File: src/rtl/raman_channel_sequencer_pkg.sv
// Shared definitions for the Raman channel sequencer: legacy channel codes,
// FSM state encoding and the channel-index width helper.
package raman_channel_sequencer_pkg;

  localparam int unsigned CH_ANTISTOKES = 0;
  localparam int unsigned CH_STOKES     = 1;

  typedef enum logic [1:0] {
    S_IDLE   = 2'd0,
    S_RUN    = 2'd1,
    S_SETTLE = 2'd2
  } state_e;

  // Channel index width, never narrower than one bit.
  function automatic int unsigned idx_width(input int unsigned n);
    return (n > 1) ? $clog2(n) : 1;
  endfunction

endpackage

File: src/rtl/raman_channel_sequencer_if.sv
// Bus between acquisition counters / host and the channel sequencer.
// master drives counters, enable and force requests; slave is the sequencer.
interface raman_channel_sequencer_if #(
  parameter int unsigned NCH = 2,
  parameter int unsigned MW  = 17,
  parameter int unsigned PW  = 11
);
  localparam int unsigned CHW = raman_channel_sequencer_pkg::idx_width(NCH);

  logic           enable;
  logic [MW-1:0]  cnt_measure;
  logic [PW-1:0]  cnt_point;
  logic [MW-1:0]  measures;
  logic [PW-1:0]  sw_point;
  logic           force_req;
  logic [CHW-1:0] force_ch;
  logic           force_ack;
  logic [CHW-1:0] ch_sel;
  logic [NCH-1:0] ch_onehot;
  logic           settling;
  logic           ch_done;
  logic           sweep_done;
  logic           missed_trig;

  modport master (
    output enable, cnt_measure, cnt_point, measures, sw_point, force_req, force_ch,
    input  force_ack, ch_sel, ch_onehot, settling, ch_done, sweep_done, missed_trig
  );

  modport slave (
    input  enable, cnt_measure, cnt_point, measures, sw_point, force_req, force_ch,
    output force_ack, ch_sel, ch_onehot, settling, ch_done, sweep_done, missed_trig
  );

endinterface

File: src/rtl/raman_channel_sequencer_settle_timer.sv
// Loadable down-counter timing the post-switch blanking window.
// done is high while the count is zero; load starts a SETTLE_CYC-long window.
module raman_channel_sequencer_settle_timer #(
  parameter int unsigned SETTLE_CYC = 64
) (
  input  logic clk,
  input  logic rst_n,
  input  logic clear,
  input  logic load,
  output logic done
);
  localparam int unsigned CW    = (SETTLE_CYC > 0) ? $clog2(SETTLE_CYC + 1) : 1;
  localparam int unsigned LOADV = (SETTLE_CYC > 0) ? SETTLE_CYC - 1 : 0;

  logic [CW-1:0] cnt;
  logic [CW-1:0] cnt_nxt_c;

  always_comb begin
    cnt_nxt_c = cnt;
    if (clear) begin
      cnt_nxt_c = '0;
    end else if (load) begin
      cnt_nxt_c = CW'(LOADV);
    end else if (cnt != '0) begin
      cnt_nxt_c = cnt - CW'(1);
    end
  end

  // done registered from the next count so it tracks cnt == 0 without a comb output
  always_ff @(posedge clk or negedge rst_n) begin
    if (!rst_n) begin
      cnt  <= '0;
      done <= 1'b1;
    end else begin
      cnt  <= cnt_nxt_c;
      done <= (cnt_nxt_c == '0);
    end
  end

endmodule

File: src/rtl/raman_channel_sequencer.sv
// Steps the optical channel selector once per completed accumulation block,
// with post-switch blanking, edge-qualified triggering and a host force handshake.
module raman_channel_sequencer
  import raman_channel_sequencer_pkg::*;
#(
  parameter int unsigned NCH        = 2,
  parameter int unsigned MW         = 17,
  parameter int unsigned PW         = 11,
  parameter int unsigned SETTLE_CYC = 64,
  parameter int unsigned START_CH   = CH_ANTISTOKES
) (
  input  logic                       clk,
  input  logic                       rst_n,
  raman_channel_sequencer_if.slave   bus
);
  localparam int unsigned    CHW       = idx_width(NCH);
  localparam logic [CHW-1:0] LAST_CH   = CHW'(NCH - 1);
  localparam logic [CHW-1:0] RST_CH    = CHW'(START_CH);
  localparam bit             SETTLE_EN = (SETTLE_CYC != 0);

  state_e         state;
  logic           match_q;
  logic           match_c;
  logic           trig_c;
  logic           force_ok_c;
  logic           switch_c;
  logic [CHW-1:0] adv_ch_c;
  logic           timer_load_c;
  logic           timer_clear_c;
  logic           settle_done;

  function automatic logic [NCH-1:0] decode(input logic [CHW-1:0] ch);
    return NCH'(1) << ch;
  endfunction

  // measures == 0 is excluded explicitly since measures-1 would wrap to all ones
  always_comb begin
    match_c       = (bus.measures != '0)
                 && (bus.cnt_measure == bus.measures - MW'(1))
                 && (bus.cnt_point == PW'(bus.sw_point));
    trig_c        = match_c && !match_q;
    adv_ch_c      = (bus.ch_sel == LAST_CH) ? '0 : bus.ch_sel + CHW'(1);
    force_ok_c    = (32'(bus.force_ch) < NCH);
    switch_c      = (state == S_RUN) && bus.enable
                 && (trig_c || (bus.force_req && force_ok_c));
    timer_load_c  = switch_c && SETTLE_EN;
    timer_clear_c = !bus.enable;
  end

  raman_channel_sequencer_settle_timer #(
    .SETTLE_CYC (SETTLE_CYC)
  ) u_settle_timer (
    .clk   (clk),
    .rst_n (rst_n),
    .clear (timer_clear_c),
    .load  (timer_load_c),
    .done  (settle_done)
  );

  always_ff @(posedge clk or negedge rst_n) begin
    if (!rst_n) begin
      state           <= S_IDLE;
      match_q         <= 1'b0;
      bus.ch_sel      <= RST_CH;
      bus.ch_onehot   <= decode(RST_CH);
      bus.settling    <= 1'b0;
      bus.ch_done     <= 1'b0;
      bus.sweep_done  <= 1'b0;
      bus.force_ack   <= 1'b0;
      bus.missed_trig <= 1'b0;
    end else begin
      match_q        <= match_c;
      bus.force_ack  <= 1'b0;
      bus.ch_done    <= 1'b0;
      bus.sweep_done <= 1'b0;
      if (!bus.enable) begin
        state        <= S_IDLE;
        bus.settling <= 1'b0;
      end else begin
        unique case (state)
          S_IDLE: begin
            state           <= S_RUN;
            bus.missed_trig <= 1'b0;
          end
          // trigger wins over a simultaneous force; the force stays pending
          S_RUN: begin
            if (trig_c) begin
              bus.ch_sel     <= adv_ch_c;
              bus.ch_onehot  <= decode(adv_ch_c);
              bus.ch_done    <= 1'b1;
              bus.sweep_done <= (bus.ch_sel == LAST_CH);
              if (SETTLE_EN) begin
                state        <= S_SETTLE;
                bus.settling <= 1'b1;
              end
            end else if (bus.force_req) begin
              bus.force_ack <= 1'b1;
              if (force_ok_c) begin
                bus.ch_sel    <= bus.force_ch;
                bus.ch_onehot <= decode(bus.force_ch);
                if (SETTLE_EN) begin
                  state        <= S_SETTLE;
                  bus.settling <= 1'b1;
                end
              end
            end
          end
          S_SETTLE: begin
            if (trig_c) begin
              bus.missed_trig <= 1'b1;
            end
            if (settle_done) begin
              state        <= S_RUN;
              bus.settling <= 1'b0;
            end
          end
          default: begin
            state <= S_IDLE;
          end
        endcase
      end
    end
  end

endmodule

File: src/flat_wrapper.sv
// flat-port wrapper written by rule: the top's interface ports become plain ports
module raman_channel_sequencer_flat import raman_channel_sequencer_pkg::*;
#(
  parameter int unsigned NCH        = 2,
  parameter int unsigned MW         = 17,
  parameter int unsigned PW         = 11,
  parameter int unsigned SETTLE_CYC = 64,
  parameter int unsigned START_CH   = CH_ANTISTOKES
)
  (clk, rst_n, bus_enable, bus_cnt_measure, bus_cnt_point, bus_measures, bus_sw_point, bus_force_req, bus_force_ch, bus_force_ack, bus_ch_sel, bus_ch_onehot, bus_settling, bus_ch_done, bus_sweep_done, bus_missed_trig);
  raman_channel_sequencer_if #(.NCH(NCH), .MW(MW), .PW(PW)) bus_i ();
  input  logic clk;
  input  logic rst_n;
  input wire logic [$bits(bus_i.enable)-1:0] bus_enable;
  input wire logic [$bits(bus_i.cnt_measure)-1:0] bus_cnt_measure;
  input wire logic [$bits(bus_i.cnt_point)-1:0] bus_cnt_point;
  input wire logic [$bits(bus_i.measures)-1:0] bus_measures;
  input wire logic [$bits(bus_i.sw_point)-1:0] bus_sw_point;
  input wire logic [$bits(bus_i.force_req)-1:0] bus_force_req;
  input wire logic [$bits(bus_i.force_ch)-1:0] bus_force_ch;
  output wire logic [$bits(bus_i.force_ack)-1:0] bus_force_ack;
  output wire logic [$bits(bus_i.ch_sel)-1:0] bus_ch_sel;
  output wire logic [$bits(bus_i.ch_onehot)-1:0] bus_ch_onehot;
  output wire logic [$bits(bus_i.settling)-1:0] bus_settling;
  output wire logic [$bits(bus_i.ch_done)-1:0] bus_ch_done;
  output wire logic [$bits(bus_i.sweep_done)-1:0] bus_sweep_done;
  output wire logic [$bits(bus_i.missed_trig)-1:0] bus_missed_trig;
  assign bus_i.enable = bus_enable;
  assign bus_i.cnt_measure = bus_cnt_measure;
  assign bus_i.cnt_point = bus_cnt_point;
  assign bus_i.measures = bus_measures;
  assign bus_i.sw_point = bus_sw_point;
  assign bus_i.force_req = bus_force_req;
  assign bus_i.force_ch = bus_force_ch;
  assign bus_force_ack = bus_i.force_ack;
  assign bus_ch_sel = bus_i.ch_sel;
  assign bus_ch_onehot = bus_i.ch_onehot;
  assign bus_settling = bus_i.settling;
  assign bus_ch_done = bus_i.ch_done;
  assign bus_sweep_done = bus_i.sweep_done;
  assign bus_missed_trig = bus_i.missed_trig;
  raman_channel_sequencer #(.NCH(NCH), .MW(MW), .PW(PW), .SETTLE_CYC(SETTLE_CYC), .START_CH(START_CH)) u_core (.clk(clk), .rst_n(rst_n), .bus(bus_i));
endmodule
File: config.mk
export PLATFORM = sky130hd
export DESIGN_NAME = raman_channel_sequencer_flat
export DESIGN_NICKNAME = d
export VERILOG_FILES = /design/src/rtl/raman_channel_sequencer_pkg.sv /design/src/rtl/raman_channel_sequencer_if.sv /design/src/rtl/raman_channel_sequencer_settle_timer.sv /design/src/rtl/raman_channel_sequencer.sv /design/src/flat_wrapper.sv
export SDC_FILE = /design/constraint.sdc
export NUM_CORES = 1
export LEC_CHECK = 0
export ABC_AREA = 1
export ABC_CLOCK_PERIOD_IN_PS = 2400
export CORE_MARGIN = 1.5
export CORE_UTILIZATION = 35
export CTS_CLUSTER_DIAMETER = 40
export DETAILED_ROUTE_END_ITERATION = 8
export PLACE_DENSITY = 0.65
export SLEW_MARGIN = 20
export SYNTH_ARGS = -nofsm -noshare
export SYNTH_HDL_FRONTEND = slang
export SYNTH_SLANG_ARGS = --single-unit
export TNS_END_PERCENT = 5
File: constraint.sdc
create_clock -name clk -period 2.4 [get_ports clk]
set_input_delay 0.48 -clock clk [delete_from_list [all_inputs] [get_ports clk]]
set_output_delay 0.48 -clock clk [all_outputs]
set_load 0.01 [all_outputs]
# After elaboration in Yosys (flattened, before gate mapping)

Cells that the tools add are included.

Flip-flop bits (word level): 19
Latch bits: 0
Bits in writable memories: 0
ROM bits: 0
Bits of input ports: 61
Output and inout bits: 8
Memories: 0

Add/subtract/negate cells: 3
Multipliers: 0
Divide/modulo/power cells: 0
Magnitude comparators: 0
Equality and inequality tests: 8
Shifts and indexed selects: 2
Muxes and demuxes: 30
Bitwise operators: 0
Reductions and logical operators: 17

Operators with widths:

| operator                                            | number |
|---|---|
| 2-to-1 mux 7 bit                                    | 3 |
| 2-to-1 mux 1 bit                                    | 18 |
| == test 17 bit                                      | 1 |
| nonzero test 17 bit                                 | 1 |
| subtractor 17 x 1 -> 17 bit (second input constant) | 1 |
| 2-to-1 mux 2 bit                                    | 6 |
| == test 11 bit                                      | 1 |
| AND reduction 3 bit                                 | 3 |
| logical NOT 7 bit                                   | 1 |
| nonzero test 7 bit                                  | 1 |
| subtractor 7 x 1 -> 7 bit (second input constant)   | 1 |
| one-hot mux 2 bit (3 select lines)                  | 1 |
| logical AND 1 bit                                   | 5 |
| != test 4 x 3 -> 1 bit (second input constant)      | 1 |
| one-hot mux 1 bit (2 select lines)                  | 2 |
| nonzero test 2 bit                                  | 2 |
| << shifter 1 x 1 -> 2 bit (first input constant)    | 2 |
| != test 3 x 1 -> 1 bit (second input constant)      | 1 |
| != test 3 bit (second input constant)               | 1 |
| == test 2 x 1 -> 1 bit (second input constant)      | 1 |
| == test 2 bit (second input constant)               | 1 |
| logical NOT 2 bit                                   | 1 |
| != test 2 x 1 -> 1 bit (second input constant)      | 1 |
| AND reduction 2 bit                                 | 1 |
| 3 further kinds                                     | 3 |

# Logic depth before layout (Yosys ltp)

Word-level depth: 10
Mapped depth: 17
Depth with buffers taken out: 17

# By module

A second synthesis with hierarchy kept.

Cell total of the unflattened synthesis: 327
Area total of the unflattened synthesis: 2,004.4 µm²

Modules (own cells, without submodules):

| module                               | times used | cells each | area an instance (µm²) | sequential area each (µm²) |
|---|---|---|---|---|
| raman_channel_sequencer              | 1          | 252        | 1,473.9                | 251.5 |
| raman_channel_sequencer_settle_timer | 1          | 75         | 530.5                  | 201.4 |

# Least setup slack after synthesis

OpenSTA, ideal clock, no wires.

Path type: in2reg
Start point: input port bus_measures[0]
End point: register u_core.bus.settling
Arrival time: 1.830 ns
Data required time: 2.283 ns
Setup slack: 0.453 ns
Stages on the path: 16
Cells stage by stage: inv_1 ha_1 nand2_1 o21ai_0 nor2_1 nand2_1 nor2_1 nand2_1 nor2_2 nand3_2 nor2_4 nand3_2 nand2_1 nand2_1 nand2_1 nand2_1

Word-level cells in the longest chain between the ends: 8

RTL lines:

| what                               | line                             | text |
|---|---|---|
| start: declaration                 | flat_wrapper.sv:17               | `input wire logic [$bits(bus_i.measures)-1:0] bus_measures;` |
| subtractor 17 x 1 -> 17 bit        | raman_channel_sequencer.sv:39    | `&& (bus.cnt_measure == bus.measures - MW'(1))` |
| == test 17 bit                     | raman_channel_sequencer.sv:39    |  |
| logical AND 1 bit *                | raman_channel_sequencer.sv:39    |  |
| logical AND 1 bit *                | raman_channel_sequencer.sv:40    | `&& (bus.cnt_point == PW'(bus.sw_point));` |
| logical AND 1 bit *                | raman_channel_sequencer.sv:41    | `trig_c = match_c && !match_q;` |
| 2-to-1 mux 1 bit                   | raman_channel_sequencer.sv:87    | `if (trig_c) begin` |
| one-hot mux 1 bit (2 select lines) | raman_channel_sequencer.sv:80    | `unique case (state)` |
| 2-to-1 mux 1 bit                   | raman_channel_sequencer.sv:76    | `if (!bus.enable) begin` |
| end signal: assignment             | raman_channel_sequencer.sv:78    | `bus.settling <= 1'b0;` |
| end signal: assignment             | raman_channel_sequencer.sv:94    | `bus.settling <= 1'b1;` |
| end signal: assignment             | raman_channel_sequencer.sv:103   | `bus.settling <= 1'b1;` |
| end: declaration                   | raman_channel_sequencer_if.sv:32 | `output force_ack, ch_sel, ch_onehot, settling, ch_done, sweep_done, missed_trig` |

Mark *: on every way between the ends. The rest lies on a longest branch, timed or not.
A chain may end at the register's enable or synchronous reset.

# Worst setup path in the final report

Start point: input port bus_measures[7]
End point: register u_core.u_settle_timer.cnt[1]

Word-level cells in the longest chain between the ends: 9

RTL lines:

| what                                   | line                                       | text |
|---|---|---|
| subtractor 17 x 1 -> 17 bit            | raman_channel_sequencer.sv:39              |  |
| == test 17 bit                         | raman_channel_sequencer.sv:39              |  |
| logical AND 1 bit *                    | raman_channel_sequencer.sv:39              |  |
| logical AND 1 bit *                    | raman_channel_sequencer.sv:40              |  |
| logical AND 1 bit *                    | raman_channel_sequencer.sv:41              |  |
| logical OR 1 bit *                     | raman_channel_sequencer.sv:45              | `&& (trig_c \|\| (bus.force_req && force_ok_c));` |
| logical AND 1 bit *                    | raman_channel_sequencer.sv:45              |  |
| 2-to-1 mux 7 bit *                     | raman_channel_sequencer_settle_timer.sv:22 | `end else if (load) begin` |
| 2-to-1 mux 7 bit *                     | raman_channel_sequencer_settle_timer.sv:20 | `if (clear) begin` |
| net u_core.u_settle_timer.cnt_nxt_c[1] | raman_channel_sequencer_settle_timer.sv:16 | `logic [CW-1:0] cnt_nxt_c;` |
| end signal: assignment                 | raman_channel_sequencer_settle_timer.sv:35 | `cnt <= cnt_nxt_c;` |
| end: declaration                       | raman_channel_sequencer_settle_timer.sv:15 | `logic [CW-1:0] cnt;` |

Mark *: on every way through the listed nets, which the timed path passes. The rest lies on a longest branch.

==> impl_metrics.py <==
metrics = {
    "run_status": {
        "status": "completed",
    },
    "critical_path": {
        "reg2reg_from": "u_core.u_settle_timer.cnt[2]$_DFF_PN0_",
        "reg2reg_depth": 7,
        "cp_common_cell": "nand2_1",
        "timing.rr.end": "u_core.u_settle_timer.done$_DFF_PN1_",
        "endpoint_kind": "register",
        "crit_type": "in -> reg",
        "critPathLaunchType": "input pin",
        "critPathArrivalTime_ns": 2.41,
        "r2r_slack_ns": 0.55,
        "required_ns": 2.59,
        "slowest_delay_ns": 0.48,
        "path_max_fanout": 7,
        "slowest_stage": "clkdlybuf4s50_1",
        "crit_chain": "clkdlybuf4s50_1, nor2_2, nand2_1, nor2_1, nand2_1, nand2_1, nand2_1, nor2_1, nand2_1, nor2_4, nand4_4, nand2_4, inv_4, nand2_1",
    },
    "detailed_routing": {
        "via_per_inst": 4.353,
        "dr.pass1.iters": 5,
        "drt_iter0_markers": 46,
        "routedWlPerCell_um": 9.681,
        "wl_um": 4579,
        "ant_nets": 0,
        "route.detailed.drc": 0,
        "vias": 2059,
    },
    "synthesis": {
        "synth_area_per_cell_sq_um": 6.013,
        "ys_types": 30,
        "yosys_warnings": 0,
        "syn_nets": 379,
        "yosysSeqAreaShare_pct": 23.99,
        "synthesis.area_sq_um": 1888,
        "synth_cells": 314,
        "synth_seq_cells": 18,
    },
    "finish": {
        "largest_register_ffs": 7,
        "fillers": 532,
        "antennaDiodeCount": 0,
        "layout-drive-gt1-share_pct": 13.90,
        "mostFrequentLayoutCell": "nand2_1",
        "reg_top3": "u_core.u_settle_timer.cnt: 7 flops, u_core.state: 2 flops",
        "most-common-layout-cells": "102 x nand2_1, 65 x clkdlybuf4s50_1, 59 x inv_1",
        "areaGrowthSynthToFinish_pct": 53.21,
        "final_nets": 469,
        "top_register": "u_core.u_settle_timer.cnt",
    },
    "cts": {
        "clk_latency_ns": 0.26,
        "cts_tree": "built",
        "root_buffer": "clkbuf_8",
        "clk_path_buf_depth": 2,
        "cts_made_buffers": 3,
        "clk_pin_slew_ns": 0.07,
        "cts.sinks": 18,
        "cts_max_level": 1,
    },
    "global_route": {
        "grt_usage_pct": 16.63,
        "grt_pass1_vias": 2025,
        "grt-ovfl-total": 0,
        "grt_max_degree": 19,
        "grt_pass1_wl_um": 8169,
        "antenna_found_initial": 0,
    },
    "timing": {
        "setup_ws_ns": 0.1816,
        "finalCriticalPeriod_ns": 2.218,
        "drv_slew": 0,
        "rsz0062_at_grt": "false",
        "min_period_over_period_pct": 92.43,
        "setup_tns_ns": 0,
        "hold_ws_ns": 0.4868,
        "timing.fmax_mhz": 450.8,
        "setup_violations": 0,
        "worstMarginPinSlew_ns": 0.5051,
        "relSlewSlack_pct": 66.02,
        "hold_viol": 0,
        "finClkSkew_ns": 0.005543,
    },
    "power_and_ir_drop": {
        "irDropWorstVdd_mv": 0.2425,
        "cellLeakagePower_uw": 0.001508,
        "power.density_nw_per_um2": 470.1,
    },
    "min_path": {
        "min-delay-start": "u_core.bus.settling$_DFFE_PN0P_",
        "min_path_type": "reg -> reg",
        "worst_hold_path.endpoint": "u_core.bus.settling$_DFFE_PN0P_",
        "hold_depth": 2,
    },
    "floorplanning": {
        "dieArea_sq_um": 5844,
        "io_pins": 69,
        "dieWidth_um": 76.45,
        "die-height_um": 76.45,
        "core_sq_um": 5140,
        "num_rows": 26,
        "start_util_pct": 36.73,
    },
    "placement": {
        "place_congestion": 0.7989,
        "dpl.hpwl_um": 3943,
        "pre_cts_slack_ns": -0.2668,
        "portBuffers": 68,
    },
    "job": {
        "drv_cap": 0,
    },
}
timing repair:
action	CTS	global route
hold endpoints to repair	0	0
setup endpoints to repair	3	17
hold buffers	0	0
resized for setup	4	14
pin swaps	4	9
setup buffers	2	1
layer usage:
metal  up-vias  part of all wire [%]  GRT usage (%)
met5         -                     0              0
met4         0                  0.35          1.852
met3         3                   4.1          3.353
met2        47                    49          30.89
met1       880                    47          20.25
li1       1129                     -              -
cells by family after synthesis:
group | Yosys count | synth area share [%]
AOI/OAI and AO/OA | 15 | 5.037
xor gates and xnor gates | 16 | 7.422
adders and majority gates | 4 | 2.651
buffers and inverters | 64 | 13.06
DFF | 18 | 23.99
and+or+nand+nor | 197 | 47.85
worst max-delay path by stage:
stage,endpoint,slack (ns),startpoint
after detailed placement,u_core.bus.settling$_DFFE_PN0P_,-0.27,bus_measures[0]
final,u_core.u_settle_timer.cnt[1]$_DFF_PN0_,0.18,bus_measures[7]
after floorplan,u_core.bus.settling$_DFFE_PN0P_,0.45,bus_measures[0]
after global routing,u_core.bus.settling$_DFFE_PN0P_,0.01,bus_measures[9]
after global placement,u_core.bus.settling$_DFFE_PN0P_,-0.23,bus_measures[0]
after CTS,u_core.u_settle_timer.cnt[1]$_DFF_PN0_,0.04,bus_measures[1]
critical path: cells and delay by family:
family / cells / cell delay [ns]
buffers and inverters: 2 / 0.54
AND/OR/NAND/NOR: 12 / 1.40
synth_stat cells:
library cell  count  share of area [%]
nand2_4           1               0.60
nor4_1            2               0.66
nor3_1            2               0.53
nand4_1           6                2.0
o21ba_1           1               0.53
o21bai_1          1               0.40
nor2_1           37                7.4
nor2_2            7                2.3
nand3b_1          2               0.79
buf_4             1               0.40
or2_0             1               0.33
nand3_2           4                2.1
o211ai_2          1               0.66
inv_4             1               0.33
o21ai_0           8                2.1
inv_2             1               0.20
inv_1            61                 12
o31ai_1           1               0.40
dfrtp_1          16                 21
a21oi_1           2               0.53
dfstp_2           2                2.8
xnor2_1           4                1.9
o211ai_1          1               0.40
ha_1              4                2.7
xor2_1           12                5.6
nor2_4            4                2.4
nand2_1         106                 21
nand2_2           3               0.99
nand3_1          21                5.6
nand4_4           1                1.1
report_power, final:
part	internal (uW)	total, uW	switching [uW]	leakage [uW]
clock network	146	253	107	0.0000288
registers	387	439	52.2	0.000233
logic	313	668	355	0.00125
layout make-up:
type | instances | area [sq um] | area share, %
Inverter | 63 | 239.0 | 8.261
Sequential cell | 18 | 452.9 | 15.66
Timing Repair Buffer | 86 | 819.5 | 28.33
Multi-Input combinational cell | 232 | 1239 | 42.82
Clock buffer | 4 | 55.05 | 1.903
Tap cell | 70 | 87.58 | 3.028
per-stage QoR:
step	util, %	power [uW]	std cells	area, sq um
2_1_floorplan	-	838.1	314	1888
3_3_place_gp	53.72	1087	466	2761
3_5_place_dp	53.72	1096	466	2761
4_1_cts	55.26	1355	472	2840
5_1_grt	56.28	1492	473	2893
6_report	56.28	1360	473	2893
(Power assumes the default switching activity.)
